File: config.mk
export PLATFORM = sky130hd
export DESIGN_NAME = toeplitz_word_serializer
export DESIGN_NICKNAME = d
export VERILOG_FILES = /design/src/rtl/toeplitz_word_serializer.sv
export SDC_FILE = /design/constraint.sdc
export NUM_CORES = 1
export LEC_CHECK = 0
export CORE_MARGIN = 3
export CORE_UTILIZATION = 32
export DETAILED_ROUTE_END_ITERATION = 10
export GPL_ROUTABILITY_DRIVEN = 0
export SLEW_MARGIN = 20
export SYNTH_ARGS = -nofsm -noshare
export SYNTH_HDL_FRONTEND = slang
export SYNTH_SLANG_ARGS = --single-unit
File: constraint.sdc
create_clock -name clk -period 6.3 [get_ports clk]
set_input_delay 0.945 -clock clk [delete_from_list [all_inputs] [get_ports clk]]
set_output_delay 0.945 -clock clk [all_outputs]
set_load 0.02 [all_outputs]
File: src/rtl/toeplitz_word_serializer.sv
// Word FIFO that captures extracted words on qstrobe and streams them LSB-chunk first over valid/ready.
// Optional: define DROP_COUNT_EN to add the saturating 16-bit dropped-word counter on drop_cnt.
module toeplitz_word_serializer #(
    parameter int L     = 128,
    parameter int OW    = 8,
    parameter int DEPTH = 4
) (
    input  logic                         clk,
    input  logic                         reset,
    input  logic [L-1:0]                 q,
    input  logic                         qstrobe,
    output logic [OW-1:0]                m_data,
    output logic                         m_valid,
    input  logic                         m_ready,
    output logic [$clog2(DEPTH+1)-1:0]   level,
    output logic                         overflow,
    output logic [15:0]                  drop_cnt
);

    localparam int NCH = L / OW;
    localparam int CW  = (NCH > 1) ? $clog2(NCH) : 1;
    localparam int PW  = $clog2(DEPTH);
    localparam int LW  = $clog2(DEPTH + 1);

    logic [L-1:0]  mem [DEPTH];
    logic [PW-1:0] wr_ptr;
    logic [PW-1:0] rd_ptr;
    logic [CW-1:0] chunk_idx;
    logic [LW-1:0] level_q;
    logic          overflow_q;

    logic          full;
    logic          empty;
    logic          xfer;
    logic          last_chunk;
    logic          pop;
    logic          push;
    logic          drop;
    logic [L-1:0]  head;

    assign full       = (level_q == LW'(DEPTH));
    assign empty      = (level_q == '0);
    assign xfer       = m_valid & m_ready;
    assign last_chunk = (chunk_idx == CW'(NCH - 1));
    assign pop        = xfer & last_chunk;
    // A full FIFO still accepts a word when the head leaves in the same cycle.
    assign push       = qstrobe & (~full | pop);
    assign drop       = qstrobe & full & ~pop;
    assign head       = mem[rd_ptr];

    assign m_valid  = ~empty;
    assign level    = level_q;
    assign overflow = overflow_q;

    // NOTE: every variable assigned in always_comb gets a default first, so no latch is inferred.
    always_comb begin
        m_data = '0;
        if (!empty) begin
            m_data = head[int'(chunk_idx) * OW +: OW];
        end
    end

    // NOTE: storage is deliberately not reset; level/pointers decide what is valid, and this keeps it RAM-mappable.
    always_ff @(posedge clk) begin
        if (push) begin
            mem[wr_ptr] <= q;
        end
    end

    // NOTE: sequential state uses non-blocking assignments only, so every register sees pre-edge values.
    always_ff @(posedge clk) begin
        if (reset) begin
            wr_ptr     <= '0;
            rd_ptr     <= '0;
            chunk_idx  <= '0;
            level_q    <= '0;
            overflow_q <= 1'b0;
        end else begin
            if (push) begin
                wr_ptr <= wr_ptr + PW'(1);
            end
            if (pop) begin
                rd_ptr <= rd_ptr + PW'(1);
            end
            if (xfer) begin
                chunk_idx <= last_chunk ? '0 : chunk_idx + CW'(1);
            end
            case ({push, pop})
                2'b10:   level_q <= level_q + LW'(1);
                2'b01:   level_q <= level_q - LW'(1);
                default: level_q <= level_q;
            endcase
            if (drop) begin
                overflow_q <= 1'b1;
            end
        end
    end

`ifdef DROP_COUNT_EN
    logic [15:0] drop_cnt_q;

    // Saturates instead of wrapping so a long-running loss is never under-reported.
    always_ff @(posedge clk) begin
        if (reset) begin
            drop_cnt_q <= '0;
        end else if (drop && (drop_cnt_q != 16'hFFFF)) begin
            drop_cnt_q <= drop_cnt_q + 16'd1;
        end
    end

    assign drop_cnt = drop_cnt_q;
`else
    assign drop_cnt = '0;
`endif

endmodule

==> flow_summary.yaml, run 1 <==
route:
  wl_per_cell_um: 23.8
  antenna_left: 0
  via_per_inst: 4.96
  via_count: 9947
  wirelength_um: 47800
  drtIter0Drc: 858
  dr.pass1.iters: 5
  drc_errors: 0
yosys:
  synth_xor_area_share_pct: 0.216
  syn_avg_cell_area_um2: 21.3
  syn_inst: 952
  yosysSeqAreaShare_pct: 77.1
  synth_top_family_by_area: "multiplexers"
  yosys.area_share.simple_pct: 1.44
  synth.cell_area_um2: 20300
  synthAdderAreaFrac_pct: 0.406
  synth_compound_area_share_pct: 4.51
  synth_seq_cells: 526
  ys_warn_count: 0
  synthMuxAreaShare_pct: 14.1
  yosysUniqueCellTypes: 46
floorplan:
  pin_count: 161
  initial_core_util_pct: 32.6
  die_area_um2: 66500
  die_w_um: 258
  chipHeight_um: 258
  row_count: 91
  core_area_um2: 62300
setup_path:
  critPathCaptureType: "output pin"
  r2r.worst_path.cells: 5
  crit_chain: "buf_4, mux4_2, a22oi_1, a21oi_1, a22o_1, clkdlybuf4s50_1"
  critPathKind: "reg2out"
  path_depth: 6
  cp.arrival_ns: 3.86
  critPathMaxStageDelay_ns: 0.74
  worstSetupStartpointType: "flip-flop"
  crit_path_max_fanout: 43
  r2r_slack_ns: 2.83
  worst_ep_required_time_ns: 5.35
  r2r_start: "chunk_idx[2]$_SDFFE_PP0P_"
  reg2reg_to: "mem[3][41]$_DFFE_PP_"
  endpoint: "m_data[7]"
  cpMaxStageDelayCell: "dfxtp_4"
  cp_top_family: "buffers and inverters"
  critPathBufInv: 2
timing:
  fin_crit_sh_pct: 76.2
  rsz0062_at_grt: "false"
  clock_skew_ns: 0.0203
  final.setup.tns_ns: 0
  hold_viol: 0
  tightestPinTransition_ns: 1.05
  finalSetupViolations: 0
  period_minus_slack_ns: 4.80
  clock.fmax_mhz: 208
  max_slew_margin_pct: 30.3
  finalMaxSlewViolations: 0
global_route:
  grt_pass1_wl_um: 70300
  antenna_found_initial: 6
  track_usage_pct: 14.3
  grt_max_degree: 80
  first_global_vias: 10300
  overflow: 0
clocking:
  postCtsSetupBuffers: 0
  clk_pin_slew_worst_paths_ns: 0.06
  tritoncts: "built"
  clk_latency_ns: 0.60
  cts_buffers: 54
  ctsLongestPathBuffers: 3
  postCtsHoldBufs: 0
  cts_max_level: 2
  root_buffer: "clkbuf_16"
  clock_sinks: 526
  cts-resized-gates: 0
final_layout:
  final_area_um2: 24500
  final_layout_size_suffix_gt1_share_pct: 19.7
  fin_cells: 2004
  nFillCells: 5548
  final_nets: 1262
  fin_util_pct: 39.3
  syn_to_final_growth_pct: 20.5
  multi_input_area_um2: 4290
  seq_area_um2: 15700
power_and_ir_drop:
  power_frac_comb_pct: 6.6
  vdd.ir_drop.worst_uv: 226
  finalPower_mw: 7.73
  power_switching_mw: 1.65
  swShare_pct: 21.3
  p_leak_nw: 7.54
  power.share.clock_pct: 40.9
  seq_power_share_pct: 52.5
  pwr_density_cell_nw_per_um2: 316
  p_int_mw: 6.08
placement:
  port-buffer-count: 144
  dp_cells: 1905
  placed_area_um2: 22700
  hpwl_um: 30500
job:
  drv_cap: 0
status:
  outcome: "finished, final reports clean"
worst_hold_path:
  hp-class: "reg2reg"
[kinds of logic (layout without fill, tap and decap cells)]
logic type,after synthesis,count (layout)
adders and majority gates,6,6
other,1,17
DFF,526,526
muxes,161,161
and+or+nand+nor,62,62
xor gates and xnor gates,5,5
AOI/OAI and AO/OA,119,119
buffers and inverters,72,271
[registers in the layout (all words and copies together), names as in the netlist, named ones only]
register,count
level,3
chunk_idx,4
wr_ptr,2
rd_ptr,2
mem,512
overflow,1
[power by group through the flow]
stage                     Combinational (mW)  Sequential [mW]  Clock [mW]
after floorplan                        0.236             4.14           0
after global placement                 0.515             4.13           0
after detailed placement               0.518             4.13           0
after CTS                              0.520             4.06        3.24
after global routing                   0.544             4.07        3.38
final                                  0.506             4.06        3.16
[worst min path at each step]
stage / startpoint / endpoint / slack (ns) / depth (start not counted)
after floorplan: rd_ptr[1]$_SDFFE_PP0N_ / flip-flop / 0.48 / 2
after global placement: overflow$_SDFFE_PP0P_ / overflow$_SDFFE_PP0P_ / 0.49 / 2
after detailed placement: overflow$_SDFFE_PP0P_ / overflow$_SDFFE_PP0P_ / 0.48 / 2
after CTS: overflow$_SDFFE_PP0P_ / overflow$_SDFFE_PP0P_ / 0.50 / 2
after global routing: overflow$_SDFFE_PP0P_ / overflow$_SDFFE_PP0P_ / 0.54 / 2
final: overflow$_SDFFE_PP0P_ / overflow$_SDFFE_PP0P_ / 0.48 / 2
[layout by cell type (no fill, tap or decap), drive strengths merged, types with 2 or more instances in the layout]
cell           synthesis  final
mux4                  96     96
o21a                   2      2
clkdlybuf4s50          0    144
ha                     5      5
nand2b                 2      2
inv                    6     10
a211oi                 9      9
bufinv                 0      7
conb                   1     16
and2                   7      7
a21oi                 20     20
edfxtp               512    512
nor2                  13     13
a31oi                  9      9
xnor2                  3      3
nor2b                  3      3
a22oi                 22     22
buf                   48     23
mux2                  28     28
o221ai                18     18
a22o                  19     19
nand2                 21     21
a211o                  2      2
mux2i                 37     37
a221oi                15     15
clkinvlp               0      3
clkinv                 0     25
clkbuf                18     59
nand3                 10     10
dfxtp                 14     14
xor2                   2      2
[layout make-up]
| class | instances | share of cell area (%) |
|---|---|---|
| Tap cell | 837 | 4.28 |
| Multi-Input combinational cell | 369 | 17.5 |
| Inverter | 6 | 0.0920 |
| Sequential cell | 526 | 64.0 |
| Clock inverter | 39 | 1.60 |
| Timing Repair Buffer | 167 | 6.90 |
| Clock buffer | 59 | 5.60 |
| Antenna cell | 1 | 0.0102 |
[metal layers]
metal  vias up  GRT usage (%)  wire (um)
met5         -              0         26
met4         4           2.93        788
met2       354           23.3      23600
met3        64           3.42       3410
li1       4323              -          -
met1      5202           19.6      20000
[per-stage QoR]
stage	hold slack (ns)	worst slack (ns)
after CTS	0.499	1.40
after global placement	0.495	2.08
after detailed placement	0.484	2.05
after global routing	0.542	1.29
after floorplan	0.485	1.22
final	0.484	1.50
[cell usage after synthesis, drive strengths merged]
| cell type | count | area share [%] |
|---|---|---|
| nor3 | 1 | 0.025 |
| nand2b | 2 | 0.062 |
| conb | 1 | 0.018 |
| o21a | 2 | 0.074 |
| xnor2 | 3 | 0.13 |
| buf | 48 | 1.8 |
| edfxtp | 512 | 76 |
| nand3 | 10 | 0.25 |
| a22oi | 22 | 0.81 |
| xor2 | 2 | 0.086 |
| a21oi | 20 | 0.49 |
| a211o | 2 | 0.086 |
| nand2 | 21 | 0.39 |
| nor2b | 3 | 0.092 |
| o31ai | 1 | 0.037 |
| a31oi | 9 | 0.28 |
| and3 | 1 | 0.031 |
| inv | 6 | 0.11 |
| mux4 | 96 | 11 |
| ha | 5 | 0.31 |
| o21ai | 1 | 0.025 |
| a22o | 19 | 0.82 |
| and2 | 7 | 0.22 |
| a211oi | 9 | 0.38 |
| mux2i | 37 | 1.8 |
| dfxtp | 14 | 1.4 |
| nor2 | 13 | 0.24 |
| o311a | 1 | 0.049 |
| clkbuf | 18 | 0.33 |
| and2b | 1 | 0.037 |
| nand3b | 1 | 0.037 |
| a221oi | 15 | 0.68 |
| or4 | 1 | 0.037 |
| fa | 1 | 0.099 |
| mux2 | 28 | 1.6 |
| o221ai | 18 | 0.78 |
| or3 | 1 | 0.031 |
[worst reg2reg max path: stages, from the launching register on]
cell	delay, ns
dfxtp_1	0.88
o311a_1	0.36
and3_1	0.27
o21a_1	0.29
and2_4	0.84
buf_4	0.50
Power figures use the tool's default switching activity.
==> inputs of run 2 (changes only) <==
==> constraint.sdc (replaced) <==
create_clock -name clk -period 4.76 [get_ports clk]
set_input_delay 0.714 -clock clk [delete_from_list [all_inputs] [get_ports clk]]
set_output_delay 0.714 -clock clk [all_outputs]
set_load 0.02 [all_outputs]
==> flow_summary.yaml, run 2 (synthesis results as in run 1) <==
route:
  wl_per_cell_um: 23.3
  via_count: 9887
  drc_errors: 0
  dr.pass1.iters: 5
  via_per_inst: 4.90
  drtIter0Drc: 973
  antenna_left: 0
  wirelength_um: 47100
timing:
  finalMaxSlewViolations: 0
  clock_skew_ns: 0.0315
  clock.fmax_mhz: 223
  max_slew_margin_pct: 40.3
  rsz0062_at_grt: "false"
  timing.final.ws_setup_ns: 0.282
  tightestPinTransition_ns: 0.891
  fin_hold_ws_ns: 0.488
  final.setup.tns_ns: 0
  fin_crit_sh_pct: 94.1
  period_minus_slack_ns: 4.48
  finalSetupViolations: 0
  hold_viol: 0
final_layout:
  syn_to_final_growth_pct: 20.7
  final_layout_size_suffix_gt1_share_pct: 19.7
  final_cell_mix: "512 x edfxtp_1, 144 x clkdlybuf4s50_1, 96 x mux4_2, 52 x clkbuf_16, 37 x mux2i_1"
  largest_reg_flops: 512
  final_nets: 1270
  top_register: "mem"
  nFillCells: 5553
  layout_commonest_cell: "edfxtp_1"
  final_area_um2: 24500
  fin_util_pct: 39.4
  fin_cells: 2018
placement:
  hpwl_um: 30100
  port-buffer-count: 144
  placed_area_um2: 22800
  dp_cells: 1915
  dp_slack_ns: 0.822
job:
  drv_cap: 0
global_route:
  grt_pass1_wl_um: 69800
  first_global_vias: 10400
  grt_max_degree: 67
  track_usage_pct: 14.1
  overflow: 0
  antenna_found_initial: 10
floorplan:
  die_area_um2: 66500
  core_area_um2: 62300
  die_w_um: 258
  chipHeight_um: 258
  pin_count: 161
  initial_core_util_pct: 32.6
  row_count: 91
status:
  outcome: "finished, final reports clean"
worst_hold_path:
  hp-class: "reg2reg"
clocking:
  postCtsSetupBuffers: 0
  postCtsHoldBufs: 0
  clock_sinks: 526
  root_buffer: "clkbuf_16"
  clk_latency_ns: 0.61
  tritoncts: "built"
  cts_buffers: 52
  cts_max_level: 2
  clk_pin_slew_worst_paths_ns: 0.06
  cts-resized-gates: 0
  ctsLongestPathBuffers: 3
setup_path:
  r2r_slack_ns: 1.62
  critPathMaxStageDelay_ns: 0.71
  worstSetupStartpointType: "flip-flop"
  critPathCaptureType: "output pin"
  endpoint: "m_data[3]"
  cp.arrival_ns: 3.76
  critPathKind: "reg2out"
  cp_top_family: "buffers and inverters"
  crit_chain: "buf_12, buf_4, mux2_4, a221oi_1, a31oi_1, a22o_1, clkdlybuf4s50_1"
  r2r_start: "chunk_idx[2]$_SDFFE_PP0P_"
  path_depth: 7
  reg2reg_to: "mem[2][35]$_DFFE_PP_"
  critPathBufInv: 3
  cpMaxStageDelayCell: "dfxtp_4"
  r2r.worst_path.cells: 6
  worst_ep_required_time_ns: 4.05
  crit_path_max_fanout: 45
power_and_ir_drop:
  finalPower_mw: 10.1
  pwr_density_cell_nw_per_um2: 412
  vdd.ir_drop.worst_uv: 250
  p_leak_nw: 7.56
run 2: layer usage:
| metal | vias to the layer above | part of all wire (%) | wire length, um | GRT usage (%) |
|---|---|---|---|---|
| met5 | - | 0.066 | 31 | 0 |
| li1 | 4339 | - | - | - |
| met4 | 4 | 2.2 | 1030 | 4.37 |
| met1 | 5197 | 45 | 21000 | 20.1 |
| met3 | 65 | 5.9 | 2770 | 2.77 |
| met2 | 282 | 47 | 22200 | 22.0 |
run 2: how the worst min path moves through the flow:
stage / to / slack [ns] / cells after the start / startpoint
after floorplan: flip-flop / 0.48 / 2 / rd_ptr[1]$_SDFFE_PP0N_
after global placement: overflow$_SDFFE_PP0P_ / 0.50 / 2 / overflow$_SDFFE_PP0P_
after detailed placement: overflow$_SDFFE_PP0P_ / 0.49 / 2 / overflow$_SDFFE_PP0P_
after CTS: overflow$_SDFFE_PP0P_ / 0.50 / 2 / overflow$_SDFFE_PP0P_
after global routing: overflow$_SDFFE_PP0P_ / 0.52 / 2 / overflow$_SDFFE_PP0P_
final: overflow$_SDFFE_PP0P_ / 0.49 / 2 / overflow$_SDFFE_PP0P_
run 2: cell type report:
| cell class | count | area [um^2] | area share (%) |
|---|---|---|---|
| multi-input cells | 369 | 4280 | 17.4 |
| diodes | 7 | 17.5 | 0.0714 |
| repair buffers | 177 | 1830 | 7.45 |
| clock buffers | 65 | 1350 | 5.50 |
| well taps | 837 | 1050 | 4.27 |
| clock inverters | 31 | 325 | 1.33 |
| flip-flops and latches | 526 | 15700 | 63.8 |
| inverters | 6 | 22.5 | 0.0918 |
run 2: report_power, final:
part | total, mW | leakage (nW) | internal (mW) | switching, mW
combinational | 0.673 | 1.93 | 0.279 | 0.394
sequential | 5.37 | 4.82 | 5.32 | 0.0480
clock | 4.06 | 0.813 | 2.34 | 1.72
run 2: worst reg2reg max path: stages (launching register included):
cell	delay (ns)
dfxtp_1	0.57
buf_4	0.30
o311a_1	0.26
and3_1	0.27
o21a_1	0.32
and2_4	0.59
buf_4	0.46
==> inputs of run 3 (changes only) <==
--- a/config.mk
+++ b/config.mk
@@ -5,11 +5,14 @@
 export SDC_FILE = /design/constraint.sdc
 export NUM_CORES = 1
 export LEC_CHECK = 0
+export ABC_CLOCK_PERIOD_IN_PS = 4760
 export CORE_MARGIN = 3
 export CORE_UTILIZATION = 32
 export DETAILED_ROUTE_END_ITERATION = 10
 export GPL_ROUTABILITY_DRIVEN = 0
+export REMOVE_ABC_BUFFERS = 1
 export SLEW_MARGIN = 20
 export SYNTH_ARGS = -nofsm -noshare
 export SYNTH_HDL_FRONTEND = slang
 export SYNTH_SLANG_ARGS = --single-unit
+export TNS_END_PERCENT = 5
==> flow_summary.yaml, run 3 (synthesis results as in run 1) <==
setup_path:
  crit_chain: "buf_4, mux4_2, a22o_1, a211oi_1, a31oi_1, a22o_1, clkdlybuf4s50_1"
  cp.arrival_ns: 3.63
  r2r.worst_path.cells: 5
  critPathKind: "reg2out"
  worst_ep_required_time_ns: 4.05
  critPathMaxStageDelay_ns: 0.83
  crit_top_cell: "a22o_1"
  cpMaxStageDelayCell: "dfxtp_4"
  critPathCaptureType: "output pin"
  worstSetupStartpointType: "flip-flop"
  crit_path_max_fanout: 44
clocking:
  postCtsSetupBuffers: 0
  clock_sinks: 526
  tritoncts: "built"
  cts-resized-gates: 0
  postCtsHoldBufs: 0
  cts_max_level: 2
  ctsLongestPathBuffers: 3
  cts_buffers: 51
  clk_pin_slew_worst_paths_ns: 0.06
  root_buffer: "clkbuf_16"
  clk_latency_ns: 0.56
floorplan:
  core_area_um2: 62300
  die_w_um: 258
  die_area_um2: 66500
  pin_count: 161
  row_count: 91
  initial_core_util_pct: 32.6
  chipHeight_um: 258
route:
  drtIter0Drc: 646
  antenna_left: 0
  wirelength_um: 46500
  dr.pass1.iters: 5
  wl_per_cell_um: 23.2
  via_count: 9828
  wl_met1_um: 20400
  via_per_inst: 4.90
  dr_wl_met3_um: 2870
  drc_errors: 0
  route.met2.wl_um: 22400
  highest_layer: "met5"
status:
  outcome: "finished, final reports clean"
timing:
  max_slew_margin_pct: 43.1
  hold_viol: 0
  rsz0062_at_grt: "false"
  finalMaxSlewViolations: 0
  tightestPinTransition_ns: 0.853
  clock_skew_ns: 0.00980
  finalSetupViolations: 0
  fin_crit_sh_pct: 91.2
  fin_hold_ws_ns: 0.512
  clock.fmax_mhz: 230
  period_minus_slack_ns: 4.34
  timing.final.ws_setup_ns: 0.417
final_layout:
  largest_reg_flops: 512
  top_register: "mem"
  final_layout_size_suffix_gt1_share_pct: 19.7
  fin_util_pct: 39.4
  final_cell_mix: "512 x edfxtp_1, 144 x clkdlybuf4s50_1, 96 x mux4_2, 53 x clkbuf_16, 37 x mux2i_1"
  syn_to_final_growth_pct: 20.9
  nFillCells: 5585
  layout_commonest_cell: "edfxtp_1"
  final_nets: 1265
global_route:
  grt_pass1_wl_um: 69200
  overflow: 0
  grt_max_degree: 129
  antenna_found_initial: 9
  first_global_vias: 10400
  track_usage_pct: 13.9
placement:
  dp_slack_ns: 0.912
  hpwl_um: 29000
  port-buffer-count: 144
power_and_ir_drop:
  finalPower_mw: 10.2
  p_leak_nw: 7.57
  pwr_density_cell_nw_per_um2: 415
  vdd.ir_drop.worst_uv: 247
worst_hold_path:
  hp-class: "reg2reg"
  hold_depth: 2
job:
  drv_cap: 0
==> run 3: changes by cell type in the layout (fill, tap and decap cells not counted), sizes merged <==
cell and change:
bufinv +3, diode -4, inv -1, clkbuf -1
buf -4, clkinvlp +1, clkinv -6
==> run 3: worst paths after layout <==
| path | startpoint | to | slack [ns] |
|---|---|---|---|
| worst max-delay path | flip-flop | m_data[3] | 0.42 |
| worst min-delay path | overflow$_SDFFE_PP0P_ | overflow$_SDFFE_PP0P_ | 0.51 |
| worst max register to register | chunk_idx[2]$_SDFFE_PP0P_ | mem[3][102]$_DFFE_PP_ | 1.54 |
| worst min register to register | overflow$_SDFFE_PP0P_ | overflow$_SDFFE_PP0P_ | 0.51 |
==> run 3: metrics by stage <==
step / setup TNS [ns] / std cells / instance area, um^2
2_1_floorplan: -172.38 / 901 / 19900
3_3_place_gp: 0 / 1911 / 22800
3_5_place_dp: 0 / 1911 / 22800
4_1_cts: 0 / 2003 / 24600
5_1_grt: 0 / 2003 / 24600
6_report: 0 / 2006 / 24600
==> run 3: cell type report <==
cell class                 instances  area (um^2)  area share (%)
antenna                            3         7.51          0.0306
clock buffer                      64         1380            5.61
clock inverter                    28          365            1.49
inverter                           6         22.5          0.0917
multi-input combinational        369         4290            17.5
sequential                       526        15700            63.8
tap                              837         1050            4.26
timing repair buffer             173         1800            7.31
==> run 3: critical path: cells and delay by family (launching register included) <==
family,cells,cell delay [ns]
flops,1,0.83
compound gates,4,0.93
buf+inv,2,0.94
mux,1,0.33
==> run 3: metal layers <==
layer,GRT usage (%),vias to the layer above
li1,-,4336
met1,19.0,5142
met2,22.6,262
met3,3.41,76
met4,3.27,12
met5,0,-
==> run 3: power breakdown <==
part	internal (mW)	switching [mW]	leakage, nW
Sequential	5.32	0.0491	4.82
Clock	2.53	1.64	0.842
Combinational	0.278	0.383	1.91
